--- src/rtl/pipe_ctrl.sv ---
// Pipeline controller: merges stage stall requests, sequences
// multi-cycle EX ops, issues exception flush and counts stall cycles.
module pipe_ctrl #(
  parameter int MC_LATENCY = 32,
  parameter int CNT_W      = 32
) (
  input  logic             clk,
  input  logic             rst,
  input  logic             stallreq_if,
  input  logic             stallreq_id,
  input  logic             stallreq_mem,
  input  logic             mc_req,
  input  logic             mc_zero,
  input  logic             exc_valid,
  input  logic [31:0]      exc_pc,
  output logic [5:0]       stall,
  output logic             flush,
  output logic [31:0]      new_pc,
  output logic             mc_busy,
  output logic             mc_done,
  output logic [CNT_W-1:0] stall_cnt
);

  localparam int CW =
    (MC_LATENCY > 1) ? $clog2(MC_LATENCY) : 1;
  localparam logic [CW-1:0] CNT_LOAD =
    CW'(MC_LATENCY - 1);

  localparam logic [5:0] STALL_NONE = 6'b000000;
  localparam logic [5:0] STALL_MEM  = 6'b011111;
  localparam logic [5:0] STALL_EX   = 6'b001111;
  localparam logic [5:0] STALL_ID   = 6'b000111;
  localparam logic [5:0] STALL_IF   = 6'b000011;

  typedef enum logic [1:0] {
    IDLE = 2'd0,
    RUN  = 2'd1,
    DONE = 2'd2
  } state_t;

  state_t        state;
  logic [CW-1:0] cnt;
  logic          ex_req;

  // Exception redirect; everything is held quiet during reset.
  always_comb begin
    flush  = 1'b0;
    new_pc = '0;
    if (!rst && exc_valid) begin
      flush  = 1'b1;
      new_pc = exc_pc;
    end
  end

  // EX asks for a stall until the multi-cycle result is ready.
  always_comb begin
    ex_req  = 1'b0;
    mc_done = 1'b0;
    if (!rst) begin
      ex_req  = mc_req && (state != DONE);
      mc_done = (state == DONE) && !exc_valid;
    end
  end

  assign mc_busy = ex_req;

  // Deepest request wins; a flush cancels every stall.
  always_comb begin
    stall = STALL_NONE;
    priority case (1'b1)
      rst:          stall = STALL_NONE;
      flush:        stall = STALL_NONE;
      stallreq_mem: stall = STALL_MEM;
      ex_req:       stall = STALL_EX;
      stallreq_id:  stall = STALL_ID;
      stallreq_if:  stall = STALL_IF;
      default:      stall = STALL_NONE;
    endcase
  end

  // Multi-cycle sequencer: count down RUN cycles, then hold
  // the result in DONE until the MEM stage can accept it.
  always_ff @(posedge clk) begin
    if (rst) begin
      state <= IDLE;
      cnt   <= '0;
    end else if (exc_valid) begin
      state <= IDLE;
      cnt   <= '0;
    end else begin
      unique case (state)
        IDLE: begin
          if (mc_req) begin
            if (mc_zero) begin
              state <= DONE;
            end else begin
              state <= RUN;
              cnt   <= CNT_LOAD;
            end
          end
        end
        RUN: begin
          if (cnt == '0) begin
            state <= DONE;
          end else begin
            cnt <= cnt - 1'b1;
          end
        end
        DONE: begin
          if (!stall[3]) begin
            state <= IDLE;
          end
        end
        default: begin
          state <= IDLE;
          cnt   <= '0;
        end
      endcase
    end
  end

  // Saturating count of cycles in which the PC is frozen.
  always_ff @(posedge clk) begin
    if (rst) begin
      stall_cnt <= '0;
    end else if (stall[0] && (stall_cnt != '1)) begin
      stall_cnt <= stall_cnt + 1'b1;
    end
  end

endmodule

--- config.mk ---
export PLATFORM = sky130hd
export DESIGN_NAME = pipe_ctrl
export DESIGN_NICKNAME = d
export VERILOG_FILES = /design/src/rtl/pipe_ctrl.sv
export SDC_FILE = /design/constraint.sdc
export NUM_CORES = 1
export LEC_CHECK = 0
export CELL_PAD_IN_SITES_DETAIL_PLACEMENT = 1
export CELL_PAD_IN_SITES_GLOBAL_PLACEMENT = 1
export CORE_MARGIN = 4
export CORE_UTILIZATION = 31
export CTS_CLUSTER_SIZE = 20
export DETAILED_ROUTE_END_ITERATION = 10
export HOLD_SLACK_MARGIN = 0.02
export PLACE_DENSITY_LB_ADDON = 0.1
export SKIP_LAST_GASP = 1
export SYNTH_ARGS = -nofsm -noshare
export SYNTH_HDL_FRONTEND = slang
export SYNTH_SLANG_ARGS = --single-unit
export TNS_END_PERCENT = 10
--- constraint.sdc ---
create_clock -name clk -period 6.34 [get_ports clk]
set_clock_uncertainty 0.2 [all_clocks]
set_input_delay 0.951 -clock clk [delete_from_list [all_inputs] [get_ports clk]]
set_output_delay 0.951 -clock clk [all_outputs]
set_load 0.005 [all_outputs]
# ---- Word level (Yosys, flattened, before mapping)
# Index checks and enable logic that the tools add are counted.
dict set report word_totals {
  inputBits 40
  word_cells 45
  reg_bits 39
  output_inout_bits 73
}
dict set report op_classes {
  bitwise 1
  reduce_logical 11
  muxes 19
  n_eq_ne 9
  n_addsub 2
}
# cell count
set ops {}
lappend ops {{$add A32 B1 Y32 const B} 1}
lappend ops {{$mux W32} 1}
lappend ops {{$ne A32 B32 Y1 const B} 1}
lappend ops {{$mux W5} 5}
lappend ops {{$pmux W5 S3} 1}
lappend ops {{$ne A2 B2 Y1 const B} 6}
lappend ops {{$mux W2} 5}
lappend ops {{$mux W6} 1}
lappend ops {{$pmux W2 S3} 1}
lappend ops {{$logic_not A5 Y1} 1}
lappend ops {{$sub A5 B1 Y5 const B} 1}
lappend ops {{$logic_and A1 B1 Y1} 4}
lappend ops {{$mux W4} 1}
lappend ops {{$reduce_and A4 Y1} 1}
lappend ops {{$mux W1} 3}
lappend ops {{$mux W3} 1}
lappend ops {{$reduce_and A3 Y1} 1}
lappend ops {{$eq A2 B1 Y1 const B} 1}
lappend ops {{$eq A2 B2 Y1 const B} 1}
lappend ops {{$logic_not A1 Y1} 2}
lappend ops {{$logic_not A2 Y1} 1}
lappend ops {{$reduce_or A2 Y1} 1}
lappend ops {{$not A1 Y1} 1}

# ---- Logic depth before layout (Yosys ltp)
# Gate-level depths: netlist of the first run.
dict set report logic_depth {
  ltp_word 9
  depth_mapped 8
  depth_no_buf 7
}

# ---- Least setup slack after synthesis of the first run
# No wires, ideal clock.
dict set report synth_timing {
  path_type {input to output}
  start {in stallreq_if}
  end {out stall[1]}
  stages 5
  t_required_ns 5.189
  setup_slack_ns 3.230
  path_buffers 2
  arrival_ns 1.959
  path_cell_list {a2111o_1 > nand2_1 > clkbuf_1 > inv_1 > buf_4}
}
dict set report synth_via {
  elab_chain_len 6
}
# item line_no
set synth_rtl {}
lappend synth_rtl {{start: declaration} 9} ;# input logic stallreq_if,
lappend synth_rtl {{$mux W2} 70} ;# priority case (1'b1)
lappend synth_rtl {{$mux W3} 70}
lappend synth_rtl {{$mux W4} 70}
lappend synth_rtl {{$mux W5 (2 in a row)} 70}
lappend synth_rtl {{$mux W6} 70}
lappend synth_rtl {{end: declaration} 16} ;# output logic [5:0] stall,
# Every way passes these cells.

# ---- Final worst setup path of the first run
dict set report layout_timing {
  start {in rst}
  end {out stall[0]}
}
dict set report layout_via {
  elab_chain_len 5
  word_cells_on_any_way 8
  classes_between {mux: 6; reduce/logical: 2}
}
# item line_no
set layout_rtl {}
lappend layout_rtl {{start: declaration} 8} ;# input logic rst,
lappend layout_rtl {{$mux W1 or $logic_not A1 Y1 (tied branches)} -}
lappend layout_rtl {{$mux W4 or $logic_and A1 B1 Y1 (tied branches)} {70, 49}}
lappend layout_rtl {{$mux W5 or $mux W1 (tied branches)} {70, 49}}
lappend layout_rtl {{$mux W5} 70}
lappend layout_rtl {{$mux W6 *} 70}
# Every way passes the cells marked *; elsewhere a longest branch is shown, timed or not.

==> results of run 1 <==
==> registers in the layout (all words and copies together) (netlist names) <==
signal and count:
cnt 5, stall_cnt 32, state 2
==> worst paths after layout <==
check	from	endpoint	slack, ns	depth (start not counted)
hold / removal	cnt[1]$_SDFFE_PP0P_	cnt[1]$_SDFFE_PP0P_	0.28	2
hold reg to reg	cnt[1]$_SDFFE_PP0P_	cnt[1]$_SDFFE_PP0P_	0.28	2
setup reg to reg	stall_cnt[2]$_SDFFE_PP0P_	stall_cnt[1]$_SDFFE_PP0P_	3.65	5
setup / recovery	rst	stall[0]	2.28	7
==> per-layer routing <==
layer	vias to the layer above	GRT usage (%)	share of wire, %
li1	1364	-	-
met1	1328	24.22	45
met2	74	29.27	47
met3	6	6.959	7.5
met4	0	2.725	0.50
met5	-	0	0
==> cells in the final DEF, fill, tap and decap left out, types with 2 or more instances in the layout <==
master and n:
clkdlybuf4s50_1 111, dfxtp_1 39, and2_1 36, a21oi_1 29, nand2_1 26, nor2_1 21
or4_1 20, o31ai_1 15, nand4_1 12, nand3_1 11, o21ai_0 10, or3_1 7
o311ai_0 7, clkbuf_8 7, inv_1 6, o41ai_1 6, and3_1 5, and4_1 4
nor2b_1 3, mux2_2 3, ha_1 3, buf_4 3, nor4_1 2, nand2b_1 2
o22ai_1 2, nor3b_1 2, and2b_1 2, nor3_1 2
==> cells by family (layout without fill, tap and decap cells) <==
| group | Yosys count | after routing | share of synthesized area [%] |
|---|---|---|---|
| muxes | 3 | 3 | 1.400 |
| AOI/OAI and AO/OA | 79 | 79 | 21.72 |
| other | 1 | 1 | 0.1554 |
| buffers and inverters | 26 | 128 | 4.925 |
| adders and majority gates | 3 | 3 | 1.555 |
| DFF | 39 | 39 | 32.35 |
| and+or+nand+nor | 160 | 160 | 37.89 |
==> stage by stage <==
stage	power (mW)	instances	util (%)	setup slack, ns
2_1_floorplan	0.2948	311	-	3.230
3_3_place_gp	0.3495	504	48.25	2.297
3_5_place_dp	0.3519	504	48.25	2.262
4_1_cts	0.5452	512	49.65	2.255
5_1_grt	0.5653	512	49.65	2.156
6_report	0.5394	512	49.65	2.284
==> layout make-up <==
type	instances	area share (%)
clock inverter	1	0.2041
tap	99	3.367
sequential	39	21.22
timing repair buffer	114	30.82
inverter	6	0.6122
multi-input combinational	246	41.16
clock buffer	7	2.619
==> power by group <==
group | internal (mW) | switching [mW]
sequential | 0.248 | 0.00516
clock | 0.0991 | 0.0952
combinational | 0.0559 | 0.0359
==> critical path: stages <==
cell and delay, ns:
clkdlybuf4s50_1 0.45, buf_4 0.33, nor2_1 0.09, buf_4 0.18, nand2_1 0.33, inv_1 0.10, clkdlybuf4s50_1 0.46
==> out/metrics.csv, run 1 <==
stage,metric,value,unit
outcome,outcome,finished clean,
clock_tree,Worst-path clk slew,0.08,ns
yosys,post-synthesis sequential area ratio,32.35,%
clock_tree,CTS H-tree depth,2,
yosys,synth cell count leaders,"39 x dfxtp_1, 36 x and2_1, 29 x a21oi_1",
critical_path,crit-path max FO,34,
cells_and_area,layout cells sized above 1,4.358,%
cells_and_area,Post-layout nets,455,
sta,final hold violations,0,
clock_tree,CTS root buffer,clkbuf_8,
cells_and_area,final instance area,3679,µm²
yosys,Most used DFF post-synth,dfxtp_1,
yosys,cells after synthesis,311,
yosys,"top cells by area, synth","dfxtp_1 32%, and2_1 9.3%, or4_1 6.2%",
critical_path,Worst Path Required,5.19,ns
job,MaxCap Viol Count,0,
floorplan,Die Width,96.24,µm
floorplan,Ports,113,
route,vias per cell,5.414,
critical_path,type of origin of the critical path,input pin,
placed_design,hpwl dp,6507,µm
placed_design,global placement routability congestion,0.7908,
grt,first-pass GRT wire length,13670,µm
yosys,Yosys cell types,45,
sta,Pins Over Slew Limit,0,
clock_tree,clk sink count,39,
grt,Total GRT Usage,18.45,%
cells_and_area,ant diodes,0,
sta,fmax,246.5,MHz
cells_and_area,sequential cell area,780.7,µm²
clock_tree,Bufs on Longest Clock Path,2,
critical_path,Crit Path Class,in2out,
clock_tree,Inserted Clock Buffers,5,
grt,grt total ovfl,0,
clock_tree,postcts setup bufs,0,
cells_and_area,multi-input logic area,1514,µm²
floorplan,Initial Utilization,32.58,%
yosys,share of the synthesized area in the top cell type,32.35,%
yosys,number of flops mapped to enable cells by yosys,0,
sta,unrepaired setup endpoints after global routing,no,
route,drt wl/cell,16.52,µm
power_and_ir_drop,leakage power,1.211,nW
clock_tree,CTS tree,yes,
power_and_ir_drop,worst vdd ir,0.07536,mV
floorplan,Chip Height,96.24,µm
cells_and_area,area grow syn2layout,52.41,%
yosys,asr flop ratio synth,0,%
yosys,"Avg Cell Area, Syn",7.761,µm²
route,Final ANT Viol Nets,0,
sta,Final period util,63.98,%
clock_tree,hold-fix buffers at CTS,0,
sta,worst hold slack,0.2771,ns
placed_design,IO Port Bufs,111,
route,Post-route DRC,0,
worst_hold_path,Hold Crit Class,reg2reg,
critical_path,CP endpoint kind,output port,
route,DRT Wirelength,8460,µm
yosys,most common cell in the netlist,dfxtp_1,
sta,Final setup viols,0,
yosys,net count after synthesis,354,
grt,initial antenna violation count,0,
critical_path,Critical Path AT,2.91,ns
yosys,Syn Std Cell Area,2414,µm²
yosys,"area leader, netlist",dfxtp_1,
clock_tree,CTS resizes,0,
sta,min cycle time layout,4.056,ns
floorplan,Core Rows,31,
grt,vias in the first global route,2774,
floorplan,core area,7408,µm²
cells_and_area,Filler cells,900,
route,Initial DRC Count,50,
sta,setup TNS,0,ns
floorplan,die area,9261,µm²
clock_tree,clock latency on the worst-skew pair,0.30,ns
sta,Slew Limit Headroom,47.85,%
route,DR pass1 iterations,4,
route,vias,2772,
yosys,Synthesis Warnings,0,
sta,worst-margin pin slew,0.7823,ns
grt,largest net degree at the start of global routing,35,
power_and_ir_drop,Power Dens Cells,146.6,nW/µm²
placed_design,DP Area,3575,µm²
yosys,Yosys reg bits,39,
(Power assumes the default switching activity.)
==> run 2: changes to the inputs <==
--- a/config.mk
+++ b/config.mk
@@ -8,7 +8,7 @@
 export CELL_PAD_IN_SITES_DETAIL_PLACEMENT = 1
 export CELL_PAD_IN_SITES_GLOBAL_PLACEMENT = 1
 export CORE_MARGIN = 4
-export CORE_UTILIZATION = 31
+export CORE_UTILIZATION = 26
 export CTS_CLUSTER_SIZE = 20
 export DETAILED_ROUTE_END_ITERATION = 10
 export HOLD_SLACK_MARGIN = 0.02
==> constraint.sdc (replaced) <==
create_clock -name clk -period 3.5 [get_ports clk]
set_clock_uncertainty 0.2 [all_clocks]
set_input_delay 0.525 -clock clk [delete_from_list [all_inputs] [get_ports clk]]
set_output_delay 0.525 -clock clk [all_outputs]
set_load 0.005 [all_outputs]
==> out/metrics.csv, run 2 (same netlist as run 1, synthesis figures left out) <==
stage,metric,value,unit
cells_and_area,area grow syn2layout,54.17,%
clock_tree,Bufs on Longest Clock Path,2,
grt,routing usage on met2,27.31,%
cells_and_area,Filler cells,1091,
critical_path,Worst Path Required,2.77,ns
cells_and_area,"commonest non-fill, non-tap cell in the layout",clkdlybuf4s50_1,
floorplan,Core Rows,34,
critical_path,Worst R2R Start,stall_cnt[2]$_SDFFE_PP0P_,
cells_and_area,Reg with most FFs,stall_cnt,
critical_path,Reg2Reg Depth,5,
floorplan,die area,10890,µm²
clock_tree,hold-fix buffers at CTS,0,
worst_hold_path,Hold Path Cell Cnt,2,
cells_and_area,layout cells sized above 1,5.048,%
critical_path,crit-path max FO,13,
sta,Pins Over Slew Limit,0,
worst_hold_path,HP Start,cnt[1]$_SDFFE_PP0P_,
route,Post-route DRC,0,
clock_tree,CTS tree,yes,
grt,grt total ovfl,0,
route,vias per cell,5.342,
clock_tree,postcts setup bufs,0,
grt,Global Route met3 Usage,5.587,%
grt,grt met1 use,20.43,%
sta,Final period util,90.08,%
grt,first-pass GRT wire length,14760,µm
clock_tree,CTS root buffer,clkbuf_8,
outcome,outcome,finished clean,
cells_and_area,max reg flops,32,
power_and_ir_drop,Power Dens Cells,273.8,nW/µm²
grt,global route hottest layer,met2,
placed_design,IO Port Bufs,111,
floorplan,Chip Height,104.4,µm
floorplan,Die Width,104.4,µm
critical_path,CP endpoint kind,output port,
floorplan,Ports,113,
power_and_ir_drop,leakage power,1.233,nW
sta,unrepaired setup endpoints after global routing,no,
sta,worst-margin pin slew,0.7901,ns
sta,fmax,317.2,MHz
grt,initial antenna violation count,0,
critical_path,Critical Path AT,2.43,ns
cells_and_area,biggest regs,"stall_cnt x32, cnt x5, state x2",
critical_path,Reg-to-Reg End,stall_cnt[1]$_SDFFE_PP0P_,
worst_hold_path,Min-Delay Endpoint,cnt[1]$_SDFFE_PP0P_,
sta,setup TNS,0,ns
route,vias,2799,
sta,min cycle time layout,3.153,ns
cells_and_area,fin util,41.85,%
critical_path,flop2flop setup slack,0.79,ns
cells_and_area,ant diodes,0,
route,DRT Wirelength,8940,µm
job,MaxCap Viol Count,0,
floorplan,Initial Utilization,27.15,%
power_and_ir_drop,worst vdd ir,0.1407,mV
critical_path,Crit Path Class,reg2out,
placed_design,hpwl dp,6813,µm
critical_path,type of origin of the critical path,flop,
clock_tree,CTS H-tree depth,2,
floorplan,core area,8891,µm²
clock_tree,clock latency on the worst-skew pair,0.30,ns
grt,largest net degree at the start of global routing,34,
placed_design,global placement routability congestion,0.7467,
sta,Final setup viols,0,
cells_and_area,highest-count cells in the layout ignoring fill and taps,"111 x clkdlybuf4s50_1, 39 x dfxtp_1, 36 x and2_1",
sta,Slew Limit Headroom,47.19,%
grt,Total GRT Usage,16.08,%
clock_tree,clk sink count,39,
clock_tree,Worst-path clk slew,0.09,ns
route,Final ANT Viol Nets,0,
route,DR pass1 iterations,4,
clock_tree,CTS resizes,0,
cells_and_area,Post-layout nets,458,
clock_tree,Inserted Clock Buffers,5,
worst_hold_path,Hold Crit Class,reg2reg,
grt,vias in the first global route,2901,
route,drt wl/cell,17.06,µm
route,Initial DRC Count,79,
sta,final hold violations,0,
==> run 2: metal layers <==
layer | wire length, µm | vias to the layer above | share of wire, %
li1 | - | 1363 | -
met1 | 4090 | 1352 | 46
met2 | 4188 | 84 | 47
met3 | 661 | 0 | 7.4
met4 | 0 | 0 | 0
met5 | 0 | - | 0
==> run 2: critical path, stage by stage (launching register included) <==
cell and delay [ns]:
dfxtp_1 0.57, or2b_1 0.33, a2111o_1 0.52, nand2_1 0.18, inv_1 0.08, clkdlybuf4s50_1 0.45
==> run 2: where the power goes <==
group	internal, mW	switching [mW]	leakage, nW
clock network	0.213	0.178	0.0581
registers	0.449	0.00902	0.315
logic	0.103	0.0666	0.860
total	0.765	0.254	1.23
==> run 2: cell type report <==
type                    count  area (µm²)  area share, %
well taps                 108       135.1          3.631
inverters                   6       22.52         0.6052
flip-flops and latches     39       780.7          20.98
multi-input cells         246        1514          40.69
clock inverters             3       43.79          1.177
repair buffers            117        1156          31.07
clock buffers               5       68.82          1.849
==> run 2: through the flow <==
step,hold WS [ns],power (mW),setup WS (ns),cells,cell area [µm²]
3_5_place_dp,0.2722,0.6405,0.4943,516,3608
2_1_floorplan,0.2379,0.5340,1.122,311,2414
4_1_cts,0.2852,1.033,0.3551,524,3721
6_report,0.2840,1.019,0.3471,524,3721
5_1_grt,0.3249,1.075,0.2609,524,3721
3_3_place_gp,0.2566,0.6368,0.5458,516,3608
==> run 2: how the worst max path moves through the flow <==
stage | end | startpoint | slack [ns] | cells after the start
2_1_floorplan | stall[1] | state[0]$_SDFFE_PP0P_ | 1.12 | 6
6_report | stall[1] | state[1]$_SDFFE_PP0P_ | 0.35 | 5
3_5_place_dp | stall[1] | rst | 0.49 | 5
4_1_cts | stall[1] | state[1]$_SDFFE_PP0P_ | 0.36 | 5
3_3_place_gp | stall[1] | rst | 0.55 | 5
5_1_grt | stall[0] | state[1]$_SDFFE_PP0P_ | 0.26 | 5
